### src/rtl/core2wb_pipelined_if.sv
// rtl/core2wb_pipelined_if.sv - core request/response and Wishbone B4 pipelined bus bundle
// master: the bridge view; slave: the core + Wishbone slave environment view.
interface core2wb_pipelined_if #(
  parameter int AW = 32,
  parameter int DW = 32
);
  localparam int SW = DW / 8;

  logic          core_req_i;
  logic          core_gnt_o;
  logic          core_we_i;
  logic [SW-1:0] core_be_i;
  logic [AW-1:0] core_addr_i;
  logic [DW-1:0] core_wdata_i;
  logic          core_rvalid_o;
  logic [DW-1:0] core_rdata_o;
  logic          core_err_o;

  logic          wb_cyc_o;
  logic          wb_stb_o;
  logic          wb_we_o;
  logic [AW-1:0] wb_adr_o;
  logic [SW-1:0] wb_sel_o;
  logic [DW-1:0] wb_dat_m_o;
  logic          wb_stall_i;
  logic          wb_ack_i;
  logic          wb_err_i;
  logic [DW-1:0] wb_dat_s_i;

  modport master (
    input  core_req_i, core_we_i, core_be_i, core_addr_i, core_wdata_i,
    output core_gnt_o, core_rvalid_o, core_rdata_o, core_err_o,
    output wb_cyc_o, wb_stb_o, wb_we_o, wb_adr_o, wb_sel_o, wb_dat_m_o,
    input  wb_stall_i, wb_ack_i, wb_err_i, wb_dat_s_i
  );

  modport slave (
    output core_req_i, core_we_i, core_be_i, core_addr_i, core_wdata_i,
    input  core_gnt_o, core_rvalid_o, core_rdata_o, core_err_o,
    input  wb_cyc_o, wb_stb_o, wb_we_o, wb_adr_o, wb_sel_o, wb_dat_m_o,
    output wb_stall_i, wb_ack_i, wb_err_i, wb_dat_s_i
  );
endinterface

### src/rtl/core2wb_pipelined.sv
// rtl/core2wb_pipelined.sv - core-to-Wishbone B4 pipelined bridge with outstanding limit and timeout abort
// Responses are registered once and returned in issue order; a stuck slave is flushed through ABORT.
module core2wb_pipelined #(
  parameter int AW      = 32,
  parameter int DW      = 32,
  parameter int MAX_OUT = 4,
  parameter int TIMEOUT = 255
) (
  input  logic                 clk,
  input  logic                 rst,
  core2wb_pipelined_if.master  bus,
  output logic                 timeout_o
);
  localparam int CW = $clog2(MAX_OUT + 1);
  localparam int TW = (TIMEOUT > 0) ? $clog2(TIMEOUT + 1) : 1;
  localparam logic [CW-1:0] MAX_C = CW'(MAX_OUT);
  localparam logic [TW-1:0] TMO_C = TW'(TIMEOUT);
  localparam logic [TW-1:0] TSAT  = '1;

  typedef enum logic [1:0] {IDLE, BUSY, ABORT} state_e;

  state_e        state_q, state_d;
  logic [CW-1:0] cnt_q, cnt_d;
  logic [TW-1:0] tmr_q, tmr_d;
  logic          rvalid_q, rvalid_d;
  logic          err_q, err_d;
  logic [DW-1:0] rdata_q, rdata_d;
  logic          timeout_q, timeout_d;
  logic          stb, gnt, rsp;

  always_comb begin
    stb = bus.core_req_i && (cnt_q < MAX_C) && (state_q != ABORT);
    gnt = stb && !bus.wb_stall_i;
    rsp = (bus.wb_ack_i || bus.wb_err_i) && (cnt_q != '0) && (state_q != ABORT);

    state_d   = state_q;
    cnt_d     = cnt_q;
    tmr_d     = tmr_q;
    rvalid_d  = 1'b0;
    err_d     = 1'b0;
    rdata_d   = '0;
    timeout_d = 1'b0;

    if (state_q == ABORT) begin
      // Flush one outstanding transaction per cycle as an error, ignoring the bus.
      tmr_d = '0;
      if (cnt_q != '0) begin
        cnt_d    = cnt_q - 1'b1;
        rvalid_d = 1'b1;
        err_d    = 1'b1;
      end
      state_d = (cnt_d == '0) ? IDLE : ABORT;
    end else begin
      if (gnt && !rsp) begin
        cnt_d = cnt_q + 1'b1;
      end else if (rsp && !gnt) begin
        cnt_d = cnt_q - 1'b1;
      end

      rvalid_d = rsp;
      err_d    = rsp && bus.wb_err_i;
      rdata_d  = rsp ? bus.wb_dat_s_i : '0;

      if (gnt || rsp || (cnt_q == '0)) begin
        tmr_d = '0;
      end else if (tmr_q != TSAT) begin
        tmr_d = tmr_q + 1'b1;
      end

      // tmr_d can only reach the limit in a cycle with no grant and no response.
      if ((TIMEOUT != 0) && (tmr_d == TMO_C)) begin
        state_d   = ABORT;
        timeout_d = 1'b1;
      end else begin
        state_d = (cnt_d == '0) ? IDLE : BUSY;
      end
    end
  end

  always_ff @(posedge clk or negedge rst) begin
    if (!rst) begin
      state_q   <= IDLE;
      cnt_q     <= '0;
      tmr_q     <= '0;
      rvalid_q  <= 1'b0;
      err_q     <= 1'b0;
      rdata_q   <= '0;
      timeout_q <= 1'b0;
    end else begin
      state_q   <= state_d;
      cnt_q     <= cnt_d;
      tmr_q     <= tmr_d;
      rvalid_q  <= rvalid_d;
      err_q     <= err_d;
      rdata_q   <= rdata_d;
      timeout_q <= timeout_d;
    end
  end

  assign bus.wb_stb_o      = stb;
  assign bus.core_gnt_o    = gnt;
  assign bus.wb_cyc_o      = (stb || (cnt_q != '0)) && (state_q != ABORT);
  assign bus.wb_we_o       = bus.core_we_i;
  assign bus.wb_adr_o      = bus.core_addr_i;
  assign bus.wb_sel_o      = bus.core_be_i;
  assign bus.wb_dat_m_o    = bus.core_wdata_i;
  assign bus.core_rvalid_o = rvalid_q;
  assign bus.core_err_o    = err_q;
  assign bus.core_rdata_o  = rdata_q;
  assign timeout_o         = timeout_q;
endmodule

### src/flat_wrapper.sv
// flat-port wrapper written by rule: the top's interface ports become plain ports
module core2wb_pipelined_flat 
#(
  parameter int AW      = 32,
  parameter int DW      = 32,
  parameter int MAX_OUT = 4,
  parameter int TIMEOUT = 255
)
  (clk, rst, timeout_o, bus_core_req_i, bus_core_we_i, bus_core_be_i, bus_core_addr_i, bus_core_wdata_i, bus_core_gnt_o, bus_core_rvalid_o, bus_core_rdata_o, bus_core_err_o, bus_wb_cyc_o, bus_wb_stb_o, bus_wb_we_o, bus_wb_adr_o, bus_wb_sel_o, bus_wb_dat_m_o, bus_wb_stall_i, bus_wb_ack_i, bus_wb_err_i, bus_wb_dat_s_i);
  core2wb_pipelined_if #(.AW(AW), .DW(DW)) bus_i ();
  input  logic clk;
  input  logic rst;
  output logic timeout_o;
  input wire logic [$bits(bus_i.core_req_i)-1:0] bus_core_req_i;
  input wire logic [$bits(bus_i.core_we_i)-1:0] bus_core_we_i;
  input wire logic [$bits(bus_i.core_be_i)-1:0] bus_core_be_i;
  input wire logic [$bits(bus_i.core_addr_i)-1:0] bus_core_addr_i;
  input wire logic [$bits(bus_i.core_wdata_i)-1:0] bus_core_wdata_i;
  output wire logic [$bits(bus_i.core_gnt_o)-1:0] bus_core_gnt_o;
  output wire logic [$bits(bus_i.core_rvalid_o)-1:0] bus_core_rvalid_o;
  output wire logic [$bits(bus_i.core_rdata_o)-1:0] bus_core_rdata_o;
  output wire logic [$bits(bus_i.core_err_o)-1:0] bus_core_err_o;
  output wire logic [$bits(bus_i.wb_cyc_o)-1:0] bus_wb_cyc_o;
  output wire logic [$bits(bus_i.wb_stb_o)-1:0] bus_wb_stb_o;
  output wire logic [$bits(bus_i.wb_we_o)-1:0] bus_wb_we_o;
  output wire logic [$bits(bus_i.wb_adr_o)-1:0] bus_wb_adr_o;
  output wire logic [$bits(bus_i.wb_sel_o)-1:0] bus_wb_sel_o;
  output wire logic [$bits(bus_i.wb_dat_m_o)-1:0] bus_wb_dat_m_o;
  input wire logic [$bits(bus_i.wb_stall_i)-1:0] bus_wb_stall_i;
  input wire logic [$bits(bus_i.wb_ack_i)-1:0] bus_wb_ack_i;
  input wire logic [$bits(bus_i.wb_err_i)-1:0] bus_wb_err_i;
  input wire logic [$bits(bus_i.wb_dat_s_i)-1:0] bus_wb_dat_s_i;
  assign bus_i.core_req_i = bus_core_req_i;
  assign bus_i.core_we_i = bus_core_we_i;
  assign bus_i.core_be_i = bus_core_be_i;
  assign bus_i.core_addr_i = bus_core_addr_i;
  assign bus_i.core_wdata_i = bus_core_wdata_i;
  assign bus_core_gnt_o = bus_i.core_gnt_o;
  assign bus_core_rvalid_o = bus_i.core_rvalid_o;
  assign bus_core_rdata_o = bus_i.core_rdata_o;
  assign bus_core_err_o = bus_i.core_err_o;
  assign bus_wb_cyc_o = bus_i.wb_cyc_o;
  assign bus_wb_stb_o = bus_i.wb_stb_o;
  assign bus_wb_we_o = bus_i.wb_we_o;
  assign bus_wb_adr_o = bus_i.wb_adr_o;
  assign bus_wb_sel_o = bus_i.wb_sel_o;
  assign bus_wb_dat_m_o = bus_i.wb_dat_m_o;
  assign bus_i.wb_stall_i = bus_wb_stall_i;
  assign bus_i.wb_ack_i = bus_wb_ack_i;
  assign bus_i.wb_err_i = bus_wb_err_i;
  assign bus_i.wb_dat_s_i = bus_wb_dat_s_i;
  core2wb_pipelined #(.AW(AW), .DW(DW), .MAX_OUT(MAX_OUT), .TIMEOUT(TIMEOUT)) u_core (.clk(clk), .rst(rst), .bus(bus_i), .timeout_o(timeout_o));
endmodule
### config.mk
export PLATFORM = sky130hd
export DESIGN_NAME = core2wb_pipelined_flat
export DESIGN_NICKNAME = d
export VERILOG_FILES = /design/src/rtl/core2wb_pipelined_if.sv /design/src/rtl/core2wb_pipelined.sv /design/src/flat_wrapper.sv
export SDC_FILE = /design/constraint.sdc
export NUM_CORES = 1
export LEC_CHECK = 0
export BUFFER_PORTS_ARGS = -buffer_cell sky130_fd_sc_hd__buf_2
export CORE_MARGIN = 2
export CORE_UTILIZATION = 30
export DETAILED_ROUTE_END_ITERATION = 7
export PLACE_DENSITY = 0.62
export SKIP_LAST_GASP = 1
export SYNTH_ARGS = -nofsm -noshare
export SYNTH_HDL_FRONTEND = slang
export SYNTH_SLANG_ARGS = --single-unit
### constraint.sdc
create_clock -name clk -period 1.8 [get_ports clk]
set_input_delay 0.27 -clock clk [delete_from_list [all_inputs] [get_ports clk]]
set_output_delay 0.27 -clock clk [all_outputs]
set_load 0.01 [all_outputs]
==> flow_summary_export.csv, run 1 <==
group,metric,value,unit
outcome,status,"finished clean",
setup_path,cp.arrival,1.43,ns
power,p_leak,0.00132,µW
detailed_routing,ant_nets,0,
sta,fin_crit_sh,94.4,%
setup_path,cp.depth,6,
run,max_cap_violations,0,
clock_network,postCtsHoldBufs,0,
setup_path,rr_worst_depth,7,
clock_network,cts_buffers,5,
synthesis,synth.avg_cell_area,10.2,µm²
setup_path,critPathSlowestCell,"dfrtp_1",
cells_and_area,n_antenna_cell,0,
setup_path,cp_common_cell,"nor2_1",
synthesis,synth_top_cell_by_area,"dfrtp_1",
floorplanning,dieArea,0.00953,mm²
floorplanning,start_util,30.6,%
synthesis,yosys-top-cells-count,"buf_4, dfrtp_1, and2_1",
sta,slew_viol_final,0,
grt,antenna_found_initial,0,
synthesis,synthArstFlopShare,100,%
detailed_routing,vias,1677,
grt,gr-total-overflow,0,
synthesis,synth_cells,259,
detailed_routing,via_per_inst,4.42,
synthesis,synth_top_flop_cell,"dfrtp_1",
clock_network,clk_latency,0.30,ns
cells_and_area,stdcell_area,0.00274,mm²
setup_path,critPathBufInv,2,
detailed_routing,routed_wl,5.33,mm
sta,period_needed,1.70,ns
synthesis,ys_types,44,
grt,use_met1,10.7,%
floorplanning,die_h,97.6,µm
sta,final-setup-viol-count,0,
cells_and_area,drive_gt1_share,39.5,%
clock_network,clk_pin_slew_worst_paths,0.09,ns
clock_network,cts_tree,"built",
synthesis,synthTopCellsByArea,"dfrtp_1, buf_4, and2_1",
sta,tns,0,ns
floorplanning,core,0.00859,mm²
grt,top_usage_layer,"met2",
power,power_frac_clock,21.7,%
power,power.share.combinational,34.5,%
power,worst_ir_drop_vdd,0.393,mV
detailed_routing,drt_first_pass_iters,4,
synthesis,ys_ff_latch,48,
setup_path,worst-r2r-setup-slack,0.16,ns
grt,grt_pass1_vias,1587,
setup_path,crit_path_cell_trace,"inv_2 -> ha_2 -> nand2b_2 -> nor2_1 -> nor2_1 -> buf_2",
cells_and_area,fin_nets,381,
setup_path,path_class,"reg -> out",
grt,use_met3,5.18,%
clock_network,clock-sinks,48,
synthesis,synth_edf_count,0,
power,power_per_cell_area,1140,mW/mm²
cells_and_area,fillers,866,
setup_path,startpoint_type,"flip-flop",
synthesis,ys_warn_count,0,
detailed_routing,drt_iter0_drc,37,
sta,fmax,0.589,GHz
setup_path,end_kind,"primary output",
clock_network,clockBufferDepth,2,
synthesis,syn-num-nets,370,
min_path,min_path_type,"in -> async",
power,seqPwrFrac,43.9,%
sta,finClkSkew,0.00338,ns
placement,portBuffers,75,
setup_path,critPathRequiredTime,1.53,ns
floorplanning,die_w,97.6,µm
placement,place_area,0.00262,mm²
floorplanning,num_rows,34,
placement,globalplace.congestion,0.798,
synthesis,syn_area,0.00263,mm²
floorplanning,num_io_pins,214,
setup_path,worst_path_dominant_cell_family,"flip-flops",
synthesis,yosysTopAreaCellShare,45.7,%
grt,use_met2,18.5,%
detailed_routing,routedWlPerCell,14.1,µm
setup_path,crit_path_max_incr_delay,0.43,ns
sta,worstMarginPinSlew,0.593,ns
synthesis,yosysMostFrequentCell,"buf_4",
power,intPower,2100,µW
cells_and_area,final_util,31.9,%
grt,grt_max_degree,49,
power,power,3120,µW
sta,rsz0062_at_grt,"no",
clock_network,cts_htree_levels,2,
sta,hold_violations,0,
power,p_sw_share,32.7,%
power,power_switching,1020,µW
placement,hpwlAfterDp,4.09,mm
detailed_routing,drc,0,
cells_and_area,area_delta_synth_final,4.19,%
sta,slew-limit-headroom,60.4,%
sta,hold_ws,0.0455,ns
grt,track_usage,10.8,%
setup_path,critPathMaxFanout,6,
synthesis,ys_seq_area_share,45.7,%
clock_network,root_buffer,"clkbuf_8",
grt,grt_pass1_wl,8.27,mm
power groups by stage:
stage / registers [µW] / logic, µW / clock network (µW)
3_3_place_gp: 1390 / 1010 / 0
5_1_grt: 1390 / 1190 / 746
2_1_floorplan: 1460 / 756 / 0
3_5_place_dp: 1390 / 1030 / 0
6_report: 1370 / 1070 / 675
4_1_cts: 1370 / 1030 / 706
layer usage:
metal  part of all wire [%]  vias to the layer above
li1                       -                      803
met1                     35                      735
met2                     48                      118
met3                     13                       21
met4                    3.3                        0
met5                      0                        -
worst paths after layout:
| kind | startpoint | end |
|---|---|---|
| worst min register to register | u_core.tmr_q[1]$_DFF_PN0_ | u_core.tmr_q[1]$_DFF_PN0_ |
| worst max register to register | u_core.cnt_q[0]$_DFF_PN0_ | u_core.state_q[0]$_DFF_PN0_ |
| worst min-delay path | rst | u_core.bus.core_rdata_o[16]$_DFF_PN0_ |
| worst max-delay path | u_core.cnt_q[0]$_DFF_PN0_ | bus_wb_cyc_o |
| min in group clk | bus_wb_dat_s_i[12] | u_core.bus.core_rdata_o[12]$_DFF_PN0_ |
| max in group asynchronous | rst | u_core.bus.core_rdata_o[21]$_DFF_PN0_ |
cells by family (layout without fill, tap and decap cells):
kind of cell	count (synthesis)	after routing	share of synthesized area (%)
mux	2	2	0.761
fa+ha+maj	4	4	1.90
simple gates	92	92	20.8
compound gates	28	28	7.56
buf+inv	81	93	21.9
xor+xnor	4	4	1.33
flops	48	48	45.7
stage by stage:
| stage | worst slack, ns | instances |
|---|---|---|
| 2_1_floorplan | 0.189 | 259 |
| 3_3_place_gp | 0.121 | 370 |
| 3_5_place_dp | 0.0674 | 370 |
| 4_1_cts | 0.0438 | 378 |
| 5_1_grt | 0.00181 | 379 |
| 6_report | 0.101 | 379 |
cell type report:
| class | instances | area, µm² | share of cell area, % |
|---|---|---|---|
| repair buffers | 81 | 420 | 15.3 |
| clock buffers | 6 | 82.6 | 3.01 |
| multi-input cells | 130 | 871 | 31.8 |
| flip-flops and latches | 48 | 1200 | 43.8 |
| well taps | 108 | 135 | 4.93 |
| clock inverters | 2 | 15.0 | 0.548 |
| inverters | 4 | 15.0 | 0.548 |
registers in the layout, indices dropped and copies added, names as in the netlist, named ones only:
register / flops
u_core.state_q: 2
u_core.cnt_q: 2
u_core.bus.core_err_o: 1
u_core.tmr_q: 8
u_core.bus.core_rvalid_o: 1
u_core.bus.core_rdata_o: 32
u_core.timeout_o: 1
what timing repair did:
action / CTS / global route
buffers inserted: 0 / 1
gates resized for setup: 0 / 7
setup endpoints to repair: 0 / 34
hold endpoints to repair: 0 / 0
cells in the final DEF, fill, tap and decap left out, drive strengths merged, types with 2 or more instances in the layout:
master,netlist,final
nor2b,2,2
o21ai,8,8
nand2,10,10
buf,74,81
nand2b,3,3
a21oi,4,4
o2111ai,3,3
xnor2,3,3
and3,4,4
clkinvlp,0,2
nor2,19,19
a221oi,2,2
mux2i,2,2
a31oi,3,3
inv,4,4
nor3,5,5
ha,4,4
o21a,2,2
and2,33,33
nand3,8,8
clkbuf,3,6
dfrtp,48,48
nand4,2,2
worst reg2reg max path, delay by kind of cell (launching register included):
kind,cells,cell delay [ns]
compound gates,3,0.56
fa+ha+maj,1,0.21
buf+inv,1,0.07
flops,1,0.41
simple gates,2,0.33
Power figures use the tool's default switching activity.
==> run 2: changes to the inputs <==
- SKIP_CTS_REPAIR_TIMING: not set -> 1
- clock period: 1.8 -> 1.7 ns (I/O delays scaled with it)
==> flow_summary_export.csv, run 2 (synthesis results as in run 1) <==
group,metric,value,unit
outcome,status,"finished clean",
floorplanning,start_util,30.6,%
floorplanning,dieArea,0.00953,mm²
cells_and_area,final_cell_mix,"buf_2, dfrtp_1, and2_1, nor2_1, nand2_1",
grt,grt_max_degree,49,
grt,antenna_found_initial,0,
placement,place_ws,0.0656,ns
placement,portBuffers,75,
detailed_routing,vias,1723,
detailed_routing,routed_wl,5.51,mm
power,p_leak,0.00137,µW
clock_network,cts_buffers,5,
setup_path,critPathRequiredTime,1.44,ns
setup_path,startpoint_type,"flip-flop",
floorplanning,die_h,97.6,µm
sta,period_needed,1.60,ns
grt,track_usage,11.1,%
floorplanning,core,0.00859,mm²
detailed_routing,drc,0,
sta,finClkSkew,0.00240,ns
clock_network,cts_tree,"built",
floorplanning,num_rows,34,
sta,worstMarginPinSlew,0.379,ns
min_path,min_path_type,"in -> reg",
placement,place_inst,375,
clock_network,clk_pin_slew_worst_paths,0.08,ns
sta,fmax,0.626,GHz
floorplanning,die_w,97.6,µm
cells_and_area,largest_register_ffs,32,
setup_path,critPathMaxFanout,6,
detailed_routing,via_per_inst,4.50,
setup_path,path_class,"reg -> out",
sta,tns,0,ns
run,max_cap_violations,0,
cells_and_area,n_antenna_cell,0,
cells_and_area,area_delta_synth_final,8.18,%
grt,grt_pass1_wl,8.56,mm
sta,hold_violations,0,
power,worst_ir_drop_vdd,0.397,mV
clock_network,root_buffer,"clkbuf_8",
sta,slew-limit-headroom,74.7,%
sta,fin_crit_sh,94.0,%
cells_and_area,fin_nets,386,
sta,slew_viol_final,0,
detailed_routing,ant_nets,0,
clock_network,clockBufferDepth,2,
floorplanning,num_io_pins,214,
cells_and_area,drive_gt1_share,39.6,%
sta,fin_ws,0.101,ns
cells_and_area,fin_cells,383,
clock_network,cts_htree_levels,2,
setup_path,end_kind,"primary output",
detailed_routing,drt_iter0_drc,82,
clock_network,clock-sinks,48,
grt,gr-total-overflow,0,
setup_path,cp.arrival,1.34,ns
detailed_routing,routedWlPerCell,14.4,µm
placement,hpwlAfterDp,4.25,mm
power,power_per_cell_area,1260,mW/mm²
placement,globalplace.congestion,0.810,
sta,final-setup-viol-count,0,
detailed_routing,drt_first_pass_iters,4,
cells_and_area,final_common_cell,"buf_2",
grt,grt_pass1_vias,1582,
cells_and_area,fillers,895,
clock_network,clk_latency,0.29,ns
-- run 2: layout make-up --
type	count	area (µm²)	area share [%]
clock inverter	2	60.1	2.11
multi-input combinational	130	891	31.3
tap	108	135	4.75
inverter	4	15.0	0.528
timing repair buffer	86	473	16.6
clock buffer	5	68.8	2.42
sequential	48	1200	42.3
-- run 2: through the flow --
stage                     hold slack [ns]  utilization [%]  area, µm²  power, µW
final                               0.162             33.1       2850       3600
after global routing                0.153             33.1       2850       3830
after CTS                         -0.0620             32.5       2800       3570
after detailed placement            0.262             31.0       2670       2610
after global placement              0.258             31.0       2670       2580
after floorplan                   -0.0406                -       2630       2350
-- run 2: metal layers --
| metal | global-route usage, % | up-vias | part of all wire [%] |
|---|---|---|---|
| met2 | 18.0 | 112 | 47 |
| li1 | - | 812 | - |
| met5 | 0 | - | 0 |
| met1 | 12.5 | 782 | 37 |
| met4 | 4.81 | 0 | 2.3 |
| met3 | 5.18 | 17 | 13 |
-- run 2: report_power, final --
group / internal (µW) / switching, µW
logic: 585 / 621
registers: 1360 / 95.9
clock network: 579 / 357
total: 2520 / 1070
-- run 2: worst max-delay path, cell delays in order, from the launching register on --
cell and delay [ns]:
dfrtp_1 0.39, inv_1 0.12, ha_4 0.17, nand2b_2 0.10, nor2_1 0.10, nor2_1 0.04, buf_2 0.13
-- run 2: worst paths after layout --
path | from | slack, ns | end | cells past startpoint
setup / recovery | u_core.cnt_q[0]$_DFF_PN0_ | 0.10 | bus_wb_cyc_o | 6
hold / removal | bus_wb_dat_s_i[24] | 0.16 | u_core.bus.core_rdata_o[24]$_DFF_PN0_ | 2
setup reg to reg | u_core.cnt_q[0]$_DFF_PN0_ | 0.12 | u_core.cnt_q[1]$_DFF_PN0_ | 7
hold reg to reg | u_core.tmr_q[1]$_DFF_PN0_ | 0.57 | u_core.tmr_q[1]$_DFF_PN0_ | 2
max in group asynchronous | rst | 0.99 | async pin | 3
min in group asynchronous | rst | 0.48 | u_core.bus.core_rdata_o[17]$_DFF_PN0_ | 3
